**config.mk**
```make
export PLATFORM = sky130hd
export DESIGN_NAME = cond_flag_unit_flat
export DESIGN_NICKNAME = d
export VERILOG_FILES = /design/src/rtl/cpu_cond_pkg.sv /design/src/rtl/cond_flag_unit_if.sv /design/src/rtl/cond_check.sv /design/src/rtl/cond_flag_unit.sv /design/src/flat_wrapper.sv
export SDC_FILE = /design/constraint.sdc
export NUM_CORES = 1
export LEC_CHECK = 0
export CAP_MARGIN = 10
export CORE_MARGIN = 8
export CORE_UTILIZATION = 28
export DETAILED_ROUTE_END_ITERATION = 10
export DONT_BUFFER_PORTS = 1
export SYNTH_ARGS = -nofsm -noshare
export SYNTH_HDL_FRONTEND = slang
export SYNTH_SLANG_ARGS = --single-unit
```
**constraint.sdc**
```tcl
create_clock -name clk -period 2.3 [get_ports clk]
set_input_delay 0.46 -clock clk [delete_from_list [all_inputs] [get_ports clk]]
set_output_delay 0.46 -clock clk [all_outputs]
set_load 0.01 [all_outputs]
```
**src/rtl/cpu_cond_pkg.sv**
```systemverilog
// Shared types for the condition/flag path: condition encodings, the NZCV flag
// record, the gated-control bundle, and helpers for condition evaluation and flag merge.
package cpu_cond_pkg;

  typedef enum logic [3:0] {
    EQ = 4'b0000,
    NE = 4'b0001,
    CS = 4'b0010,
    CC = 4'b0011,
    MI = 4'b0100,
    PL = 4'b0101,
    VS = 4'b0110,
    VC = 4'b0111,
    HI = 4'b1000,
    LS = 4'b1001,
    GE = 4'b1010,
    LT = 4'b1011,
    GT = 4'b1100,
    LE = 4'b1101,
    AL = 4'b1110,
    NV = 4'b1111
  } cond_e;

  typedef struct packed {
    logic n;
    logic z;
    logic c;
    logic v;
  } flags_t;

  typedef struct packed {
    logic pc_src;
    logic reg_write;
    logic mem_write;
    logic cond_ex;
  } gated_ctl_t;

  localparam logic [1:0] FW_NZ = 2'b10;
  localparam logic [1:0] FW_CV = 2'b01;

  function automatic logic cond_eval(cond_e cond, flags_t f);
    logic r;
    r = 1'b0;
    case (cond)
      EQ: r = f.z;
      NE: r = ~f.z;
      CS: r = f.c;
      CC: r = ~f.c;
      MI: r = f.n;
      PL: r = ~f.n;
      VS: r = f.v;
      VC: r = ~f.v;
      HI: r = f.c & ~f.z;
      LS: r = ~f.c | f.z;
      GE: r = (f.n == f.v);
      LT: r = (f.n != f.v);
      GT: r = ~f.z & (f.n == f.v);
      LE: r = f.z | (f.n != f.v);
      AL: r = 1'b1;
      default: r = 1'b0;
    endcase
    return r;
  endfunction

  // Overlay a pending update onto a flag set, field group by field group.
  function automatic flags_t merge_flags(flags_t base, logic vld, logic [1:0] mask,
                                         flags_t upd);
    flags_t r;
    r = base;
    if (vld && ((mask & FW_NZ) != 2'b00)) begin
      r.n = upd.n;
      r.z = upd.z;
    end
    if (vld && ((mask & FW_CV) != 2'b00)) begin
      r.c = upd.c;
      r.v = upd.v;
    end
    return r;
  endfunction

endpackage

```
**src/rtl/cond_flag_unit_if.sv**
```systemverilog
// EX-side control bundle of the condition/flag unit: decode controls in,
// gated controls, stall and committed flags out.
interface cond_flag_unit_if;
  logic       en;
  logic       flush;
  logic       valid_in;
  logic [3:0] cond;
  logic [1:0] flag_w;
  logic [3:0] alu_flags;
  logic       pcs_in;
  logic       reg_w_in;
  logic       mem_w_in;
  logic       pc_src;
  logic       reg_write;
  logic       mem_write;
  logic       cond_ex;
  logic       hazard_stall;
  logic [3:0] flags;

  modport master (
    output en, flush, valid_in, cond, flag_w, alu_flags, pcs_in, reg_w_in, mem_w_in,
    input  pc_src, reg_write, mem_write, cond_ex, hazard_stall, flags
  );

  modport slave (
    input  en, flush, valid_in, cond, flag_w, alu_flags, pcs_in, reg_w_in, mem_w_in,
    output pc_src, reg_write, mem_write, cond_ex, hazard_stall, flags
  );
endinterface

```
**src/rtl/cond_check.sv**
```systemverilog
// Combinational condition checker: evaluates a condition code against NZCV.
module cond_check
  import cpu_cond_pkg::*;
(
  input  cond_e  cond,
  input  flags_t flags,
  output logic   ok
);
  assign ok = cond_eval(cond, flags);
endmodule

```
**src/rtl/cond_flag_unit.sv**
```systemverilog
// Architectural NZCV flags with a one-entry pending update, plus condition gating
// of PCSrc/RegWrite/MemWrite. Define FLAG_FWD_EN to bypass the pending entry into evaluation.
module cond_flag_unit
  import cpu_cond_pkg::*;
#(
  parameter logic [3:0]  RESET_FLAGS = 4'b0000,
  parameter int unsigned COND_W      = 4
) (
  input  logic           clk,
  input  logic           rst_n,
  cond_flag_unit_if.slave bus
);

  logic [COND_W-1:0] cond_raw;
  cond_e             cond_s;

  flags_t     flags_q, flags_d;
  logic       pend_vld_q, pend_vld_d;
  logic [1:0] pend_mask_q, pend_mask_d;
  flags_t     pend_val_q, pend_val_d;
  gated_ctl_t out_q, out_d;

  flags_t eff_flags;
  logic   cond_ok;
  logic   hazard;
  logic   live;
  logic   pass;

  assign cond_raw = bus.cond;
  assign cond_s   = cond_e'(cond_raw);

`ifdef FLAG_FWD_EN
  assign eff_flags = merge_flags(flags_q, pend_vld_q, pend_mask_q, pend_val_q);
  assign hazard    = 1'b0;
`else
  // Without the bypass, any conditional instruction must wait for the pending commit.
  assign eff_flags = flags_q;
  assign hazard    = bus.valid_in & ~bus.flush & pend_vld_q & (cond_s != AL);
`endif

  cond_check u_cond_check (
    .cond  (cond_s),
    .flags (eff_flags),
    .ok    (cond_ok)
  );

  assign live = bus.valid_in & ~bus.flush & ~hazard;
  assign pass = live & cond_ok;

  always_comb begin
    flags_d     = flags_q;
    pend_vld_d  = pend_vld_q;
    pend_mask_d = pend_mask_q;
    pend_val_d  = pend_val_q;
    out_d       = out_q;
    if (bus.en) begin
      // The older pending update retires into F while the new one is captured.
      flags_d         = merge_flags(flags_q, pend_vld_q, pend_mask_q, pend_val_q);
      pend_vld_d      = pass & (|bus.flag_w);
      pend_mask_d     = bus.flag_w;
      pend_val_d      = flags_t'(bus.alu_flags);
      out_d.pc_src    = pass & bus.pcs_in;
      out_d.reg_write = pass & bus.reg_w_in;
      out_d.mem_write = pass & bus.mem_w_in;
      out_d.cond_ex   = pass;
    end
  end

  always_ff @(posedge clk or negedge rst_n) begin
    if (!rst_n) begin
      flags_q    <= flags_t'(RESET_FLAGS);
      pend_vld_q <= 1'b0;
      out_q      <= '0;
    end else begin
      flags_q    <= flags_d;
      pend_vld_q <= pend_vld_d;
      out_q      <= out_d;
    end
  end

  // Pending payload is only meaningful while pend_vld_q is set.
  always_ff @(posedge clk) begin
    pend_mask_q <= pend_mask_d;
    pend_val_q  <= pend_val_d;
  end

  assign bus.flags        = flags_q;
  assign bus.pc_src       = out_q.pc_src;
  assign bus.reg_write    = out_q.reg_write;
  assign bus.mem_write    = out_q.mem_write;
  assign bus.cond_ex      = out_q.cond_ex;
  assign bus.hazard_stall = hazard;

endmodule
```
**src/flat_wrapper.sv**
```systemverilog
// flat-port wrapper written by rule: the top's interface ports become plain ports
module cond_flag_unit_flat import cpu_cond_pkg::*;
#(
  parameter logic [3:0]  RESET_FLAGS = 4'b0000,
  parameter int unsigned COND_W      = 4
)
  (clk, rst_n, bus_en, bus_flush, bus_valid_in, bus_cond, bus_flag_w, bus_alu_flags, bus_pcs_in, bus_reg_w_in, bus_mem_w_in, bus_pc_src, bus_reg_write, bus_mem_write, bus_cond_ex, bus_hazard_stall, bus_flags);
  cond_flag_unit_if bus_i ();
  input  logic clk;
  input  logic rst_n;
  input wire logic [$bits(bus_i.en)-1:0] bus_en;
  input wire logic [$bits(bus_i.flush)-1:0] bus_flush;
  input wire logic [$bits(bus_i.valid_in)-1:0] bus_valid_in;
  input wire logic [$bits(bus_i.cond)-1:0] bus_cond;
  input wire logic [$bits(bus_i.flag_w)-1:0] bus_flag_w;
  input wire logic [$bits(bus_i.alu_flags)-1:0] bus_alu_flags;
  input wire logic [$bits(bus_i.pcs_in)-1:0] bus_pcs_in;
  input wire logic [$bits(bus_i.reg_w_in)-1:0] bus_reg_w_in;
  input wire logic [$bits(bus_i.mem_w_in)-1:0] bus_mem_w_in;
  output wire logic [$bits(bus_i.pc_src)-1:0] bus_pc_src;
  output wire logic [$bits(bus_i.reg_write)-1:0] bus_reg_write;
  output wire logic [$bits(bus_i.mem_write)-1:0] bus_mem_write;
  output wire logic [$bits(bus_i.cond_ex)-1:0] bus_cond_ex;
  output wire logic [$bits(bus_i.hazard_stall)-1:0] bus_hazard_stall;
  output wire logic [$bits(bus_i.flags)-1:0] bus_flags;
  assign bus_i.en = bus_en;
  assign bus_i.flush = bus_flush;
  assign bus_i.valid_in = bus_valid_in;
  assign bus_i.cond = bus_cond;
  assign bus_i.flag_w = bus_flag_w;
  assign bus_i.alu_flags = bus_alu_flags;
  assign bus_i.pcs_in = bus_pcs_in;
  assign bus_i.reg_w_in = bus_reg_w_in;
  assign bus_i.mem_w_in = bus_mem_w_in;
  assign bus_pc_src = bus_i.pc_src;
  assign bus_reg_write = bus_i.reg_write;
  assign bus_mem_write = bus_i.mem_write;
  assign bus_cond_ex = bus_i.cond_ex;
  assign bus_hazard_stall = bus_i.hazard_stall;
  assign bus_flags = bus_i.flags;
  cond_flag_unit #(.RESET_FLAGS(RESET_FLAGS), .COND_W(COND_W)) u_core (.clk(clk), .rst_n(rst_n), .bus(bus_i));
endmodule
```
Yosys cells after proc, flatten, opt, wreduce, memory -nomap -nowiden
Cells that the tools add are included.

Register bits after elaboration: 15. Input port bits: 18. Output and inout bits: 9. Logic and storage cells: 57.

Eq/ne operators: 17. Multiplexer cells: 1. Bitwise operators: 19. Reduce and logical (&&, ||, !) cells: 6.

Operators by type and width (number): $eq 4x4->1 const B (7); $eq 4x3->1 const B (4); $pmux 1 s15 (1); $and 1x1->1 (11); $eq 4x2->1 const B (2); $not 1->1 (6); $eq 4x1->1 const B (1); $logic_not 4->1 (1); $ne 4x4->1 const B (1); $reduce_and 2->1 (2); $logic_and 1x1->1 (2); $or 1x1->1 (2); $reduce_or 2->1 (1); $eq 1x1->1 (1); $ne 1x1->1 (1).

Logic depth before layout (Yosys ltp)
Depth after elaboration: 8. Gate-level depth with buffers: 6. Gate-level depth less buffers: 5.

Cells and area by module
A second synthesis with hierarchy kept.

Cells, all modules: 61. Area total of the unflattened synthesis: 777.0 µm².

By module, submodules not included: cond_flag_unit (instances 1, cells an instance 33, area an instance 583.1 µm², sequential area each 405.4 µm²); cond_check (instances 1, cells an instance 28, area an instance 193.9 µm², sequential area each 0.0 µm²).

Least setup slack after synthesis
Ideal clock, no wire load.

Path kind: input to output. Start point: input bus_cond[2]. End point: output bus_hazard_stall. Arrival: 1191 ps. Required time: 1840 ps. Slack: 649 ps. Stages on the path: 4. Path buffers: 1. Cell sequence: buf_4 -> nand3_1 -> or2_2 -> and4b_1.

Word-level cells in the longest chain between the ends: 2.

Ends and longest elaborated chain: from (decl) (line flat_wrapper.sv:14) `input wire logic [$bits(bus_i.cond)-1:0] bus_cond;`; $ne 4x4->1 (line cond_flag_unit.sv:38) `assign hazard = bus.valid_in & ~bus.flush & pend_vld_q & (cond_s != AL);`; $and 1x1->1 (line cond_flag_unit.sv:38); to (decl) (line flat_wrapper.sv:24) `output wire logic [$bits(bus_i.hazard_stall)-1:0] bus_hazard_stall;`.

Every way passes these cells.

Worst setup path in the final report
Start point: register u_core.flags_q, in the netlist u_core.bus.flags[1]. End point: register u_core.out_q, in the netlist u_core.bus.pc_src.

Word-level cells in the longest chain between the ends: 5. Elaborated cells on any way between the ends: 6. Classes of those cells: 1 x mux; 5 x bitwise.

Ends and longest elaborated chain: from (decl) (line cond_flag_unit.sv:17) `flags_t flags_q, flags_d;`; from (signal assigned) (line cond_flag_unit.sv:71) `flags_q <= flags_t'(RESET_FLAGS);`; from (signal assigned) (line cond_flag_unit.sv:75) `flags_q <= flags_d;`; $not 1->1 (line cpu_cond_pkg.sv:48, cpu_cond_pkg.sv:54); $or 1x1->1 (line cpu_cond_pkg.sv:54) `LS: r = ~f.c | f.z;`; $pmux 1 s15 (*) (line cpu_cond_pkg.sv:44) `case (cond)`; $and 1x1->1 (*) (line cond_flag_unit.sv:48) `assign pass = live & cond_ok;`; $and 1x1->1 (*) (line cond_flag_unit.sv:62) `out_d.pc_src = pass & bus.pcs_in;`; to (signal assigned) (line cond_flag_unit.sv:77) `out_q <= out_d;`; to (decl) (line cond_flag_unit.sv:21) `gated_ctl_t out_q, out_d;`.

Mark *: on every way between the ends. The rest lies on a longest branch, timed or not. A chain may end at the register's enable or synchronous reset.

==> flow_results.xml <==
<?xml version="1.0" encoding="UTF-8"?>
<metrics>
  <group name="run_status">
    <metric name="status" unit="">finished, final reports clean</metric>
  </group>
  <group name="sta">
    <metric name="slew_headroom" unit="">0.708</metric>
    <metric name="grt_setup_unrepaired" unit="">no</metric>
    <metric name="period_minus_slack" unit="ps">1720</metric>
    <metric name="max_slew.worst_pin.slew" unit="ps">436</metric>
    <metric name="final_hold_fails" unit="">0</metric>
    <metric name="timing.final.setup_violations" unit="">0</metric>
    <metric name="tns_setup" unit="ps">0</metric>
    <metric name="timing.fmax" unit="MHz">580</metric>
    <metric name="final_setup_skew" unit="ps">0.586</metric>
    <metric name="layout_worst_path_cycle_share" unit="">0.750</metric>
    <metric name="worst_hold_slack" unit="ps">261</metric>
    <metric name="finalMaxSlewViolations" unit="">0</metric>
    <metric name="finalWorstSetupSlack" unit="ps">576</metric>
  </group>
  <group name="clock_network">
    <metric name="clkTransAtPathRegs" unit="ps">100</metric>
    <metric name="ctsHtreeMaxLevel" unit="">1</metric>
    <metric name="root_buffer" unit="">clkbuf_4</metric>
    <metric name="clock-sinks" unit="">15</metric>
    <metric name="clock_buffers_created_by_tritoncts" unit="">3</metric>
    <metric name="clock_latency" unit="ps">290</metric>
    <metric name="tritoncts" unit="">built</metric>
    <metric name="cts_post_setup_buffers_inserted" unit="">0</metric>
    <metric name="clock_path_buffers" unit="">2</metric>
    <metric name="hold_buffers" unit="">1</metric>
    <metric name="post_cts_resized" unit="">0</metric>
  </group>
  <group name="drt">
    <metric name="drt_wl_total" unit="um">1670</metric>
    <metric name="drcViolationCount" unit="">0</metric>
    <metric name="num_vias" unit="">518</metric>
    <metric name="first_pass_iters" unit="">4</metric>
    <metric name="avgViaCountPerCell" unit="">5.03</metric>
    <metric name="wl_per_cell" unit="um">16.2</metric>
    <metric name="count_of_antenna_violating_nets_left_after_detailed_routing" unit="">0</metric>
    <metric name="violation_count_after_the_first_detailed_routing_iteration" unit="">30</metric>
  </group>
  <group name="floorplan">
    <metric name="floorplan.die.height" unit="um">69.3</metric>
    <metric name="dieArea" unit="sq um">4800</metric>
    <metric name="chipWidth" unit="um">69.3</metric>
    <metric name="boundaryPins" unit="">27</metric>
    <metric name="effective_utilization_at_floorplan" unit="">0.291</metric>
    <metric name="core.rowCount" unit="">19</metric>
    <metric name="core_area" unit="sq um">2730</metric>
  </group>
  <group name="setup_path">
    <metric name="critical-path-max-stage-delay" unit="ps">480</metric>
    <metric name="path_max_fanout" unit="">5</metric>
    <metric name="critical_path.endpoint_type" unit="">register</metric>
    <metric name="worstPathArrival" unit="ps">1880</metric>
    <metric name="critPathTopFamily" unit="">compound AO/OA/AOI/OAI gates</metric>
    <metric name="worstPathCellList" unit="">xor2_1, a21oi_1, o31ai_1, a2111oi_4, o22ai_1</metric>
    <metric name="start_kind" unit="">register</metric>
    <metric name="path_buf_inv" unit="">0</metric>
    <metric name="worst_path_max_delay_cell" unit="">dfrtp_1</metric>
    <metric name="critical_path_class" unit="">reg -&gt; reg</metric>
    <metric name="cp_data_required_time" unit="ps">2460</metric>
  </group>
  <group name="final_layout">
    <metric name="nNetsFinal" unit="">91</metric>
    <metric name="n_fill_cell" unit="">279</metric>
    <metric name="area_growth_syn_to_layout" unit="%">6.13</metric>
    <metric name="insertedDiodeCount" unit="">0</metric>
    <metric name="fin_util" unit="">0.309</metric>
    <metric name="layout-drive-gt1-share" unit="">0.153</metric>
  </group>
  <group name="yosys">
    <metric name="syn_avg_cell_area" unit="sq um">11.2</metric>
    <metric name="synth.lib_cells_used.distinct" unit="">29</metric>
    <metric name="synth_sequential_area_ratio" unit="">0.509</metric>
    <metric name="syn-instance-count" unit="">71</metric>
    <metric name="netlist_area" unit="sq um">796</metric>
    <metric name="synth.ff_latch_count" unit="">15</metric>
    <metric name="synthesis.yosys.warnings" unit="">0</metric>
    <metric name="syn_nets" unit="">89</metric>
  </group>
  <group name="pwr">
    <metric name="p_per_area" unit="nW/um^2">836</metric>
    <metric name="max-vdd-ir-drop" unit="mV">0.406</metric>
    <metric name="post-layout-total-power" unit="mW">0.706</metric>
    <metric name="p_leak" unit="nW">0.318</metric>
  </group>
  <group name="grt">
    <metric name="global_route_usage_over_all_layers" unit="">0.0690</metric>
    <metric name="largest_net_degree_at_the_start_of_global_routing" unit="">15</metric>
    <metric name="grt_remaining_overflow" unit="">0</metric>
    <metric name="grt_pass1_wl" unit="um">2720</metric>
    <metric name="first_global_vias" unit="">515</metric>
    <metric name="number_of_antenna_violations_at_the_first_check_in_global_routing" unit="">0</metric>
  </group>
  <group name="place">
    <metric name="count_of_input_and_output_buffers" unit="">0</metric>
    <metric name="pre_cts_slack" unit="ps">560</metric>
    <metric name="gp_routability_congestion" unit="">0.763</metric>
    <metric name="detailedPlacementHpwl" unit="um">1310</metric>
  </group>
  <group name="min_path">
    <metric name="hold_class" unit="">in -&gt; reg</metric>
  </group>
  <group name="job">
    <metric name="cap_violations" unit="">0</metric>
  </group>
</metrics>
## flip-flops by register name, summed over array words and instances, names as in the netlist
name,flops
u_core.bus.flags,4
u_core.pend_val_q,4
u_core.pend_mask_q,2
u_core.bus.cond_ex,1
u_core.bus.mem_write,1
u_core.bus.pc_src,1
u_core.bus.reg_write,1
u_core.pend_vld_q,1
## synthesized netlist by cell type
master / count / area share
or2_2: 1 / 0.0079
o21ai_0: 2 / 0.013
a22oi_1: 1 / 0.0094
nand4bb_1: 1 / 0.014
o31ai_1: 1 / 0.0094
and4b_1: 1 / 0.013
buf_4: 2 / 0.019
nor2_1: 1 / 0.0047
mux2_2: 4 / 0.057
edfxtp_1: 6 / 0.23
buf_6: 1 / 0.014
clkbuf_1: 1 / 0.0047
a2111oi_4: 1 / 0.035
dfrtp_1: 9 / 0.28
mux2i_1: 2 / 0.025
a31oi_1: 1 / 0.0079
o22ai_1: 6 / 0.047
nand2_1: 7 / 0.033
nor2b_1: 1 / 0.0079
nand3b_1: 2 / 0.019
nand3_1: 3 / 0.019
xnor2_1: 1 / 0.011
and3_1: 1 / 0.0079
xor2_1: 2 / 0.022
a21oi_1: 2 / 0.013
and4bb_2: 1 / 0.016
a311oi_1: 1 / 0.011
nor3b_1: 2 / 0.019
inv_1: 7 / 0.033
## cells in the final DEF (no fill, tap or decap), types with 2 or more instances in the layout
cell type  instances
o22ai_1            6
edfxtp_1           6
mux2_2             4
xor2_1             2
clkbuf_4           3
mux2i_1            2
o21ai_0            2
a21oi_1            2
nor3b_1            2
nand3_1            3
inv_1              7
dfrtp_1            9
nand3b_1           2
nand2_1            7
## stage by stage
step                instance area, sq um  cells
finish                               845    103
detailed placement                   805     98
global placement                     805     98
CTS                                  845    103
global route                         845    103
floorplan                            796     71
## area by class of cell
class / count / area [sq um] / share of cell area
Clock buffer: 3 / 22.5 / 0.0267
Clock inverter: 1 / 7.51 / 0.00889
Inverter: 7 / 26.3 / 0.0311
Multi-Input combinational cell: 45 / 334 / 0.396
Sequential cell: 15 / 405 / 0.480
Tap cell: 31 / 38.8 / 0.0459
Timing Repair Buffer: 1 / 10.0 / 0.0119
## cells by family after synthesis
| group | Yosys count | share of synthesized area |
|---|---|---|
| mux | 6 | 0.0818 |
| xor+xnor | 3 | 0.0330 |
| simple gates | 21 | 0.160 |
| flops | 15 | 0.509 |
| compound gates | 15 | 0.145 |
| buf+inv | 11 | 0.0707 |
## metal layers
metal | GRT usage | vias to the layer above | share of wire
met2 | 0.108 | 18 | 0.46
li1 | - | 259 | -
met4 | 0.0137 | 0 | 0
met1 | 0.0798 | 241 | 0.44
met3 | 0.0401 | 0 | 0.093
met5 | 0 | - | 0
## power by group
group          internal [mW]  switching [mW]
Sequential             0.321          0.0783
Combinational         0.0862          0.0618
Clock                 0.0661          0.0932
Total                  0.473           0.233
## path summary, 6_finish.rpt
| check | slack (ps) | end | startpoint | cells past startpoint |
|---|---|---|---|---|
| setup / recovery | 580 | u_core.bus.pc_src | u_core.bus.flags[1] | 5 |
| setup reg to reg | 580 | u_core.bus.pc_src | u_core.bus.flags[1] | 5 |
| hold / removal | 260 | u_core.pend_val_q[0] | bus_alu_flags[0] | 0 |
| max in group asynchronous | 1470 | u_core.bus.flags[0] | rst_n | 1 |
| min in group asynchronous | 540 | u_core.bus.reg_write | rst_n | 1 |
| hold reg to reg | 490 | u_core.bus.flags[2] | u_core.pend_val_q[2] | 1 |
(Power assumes the default switching activity.)
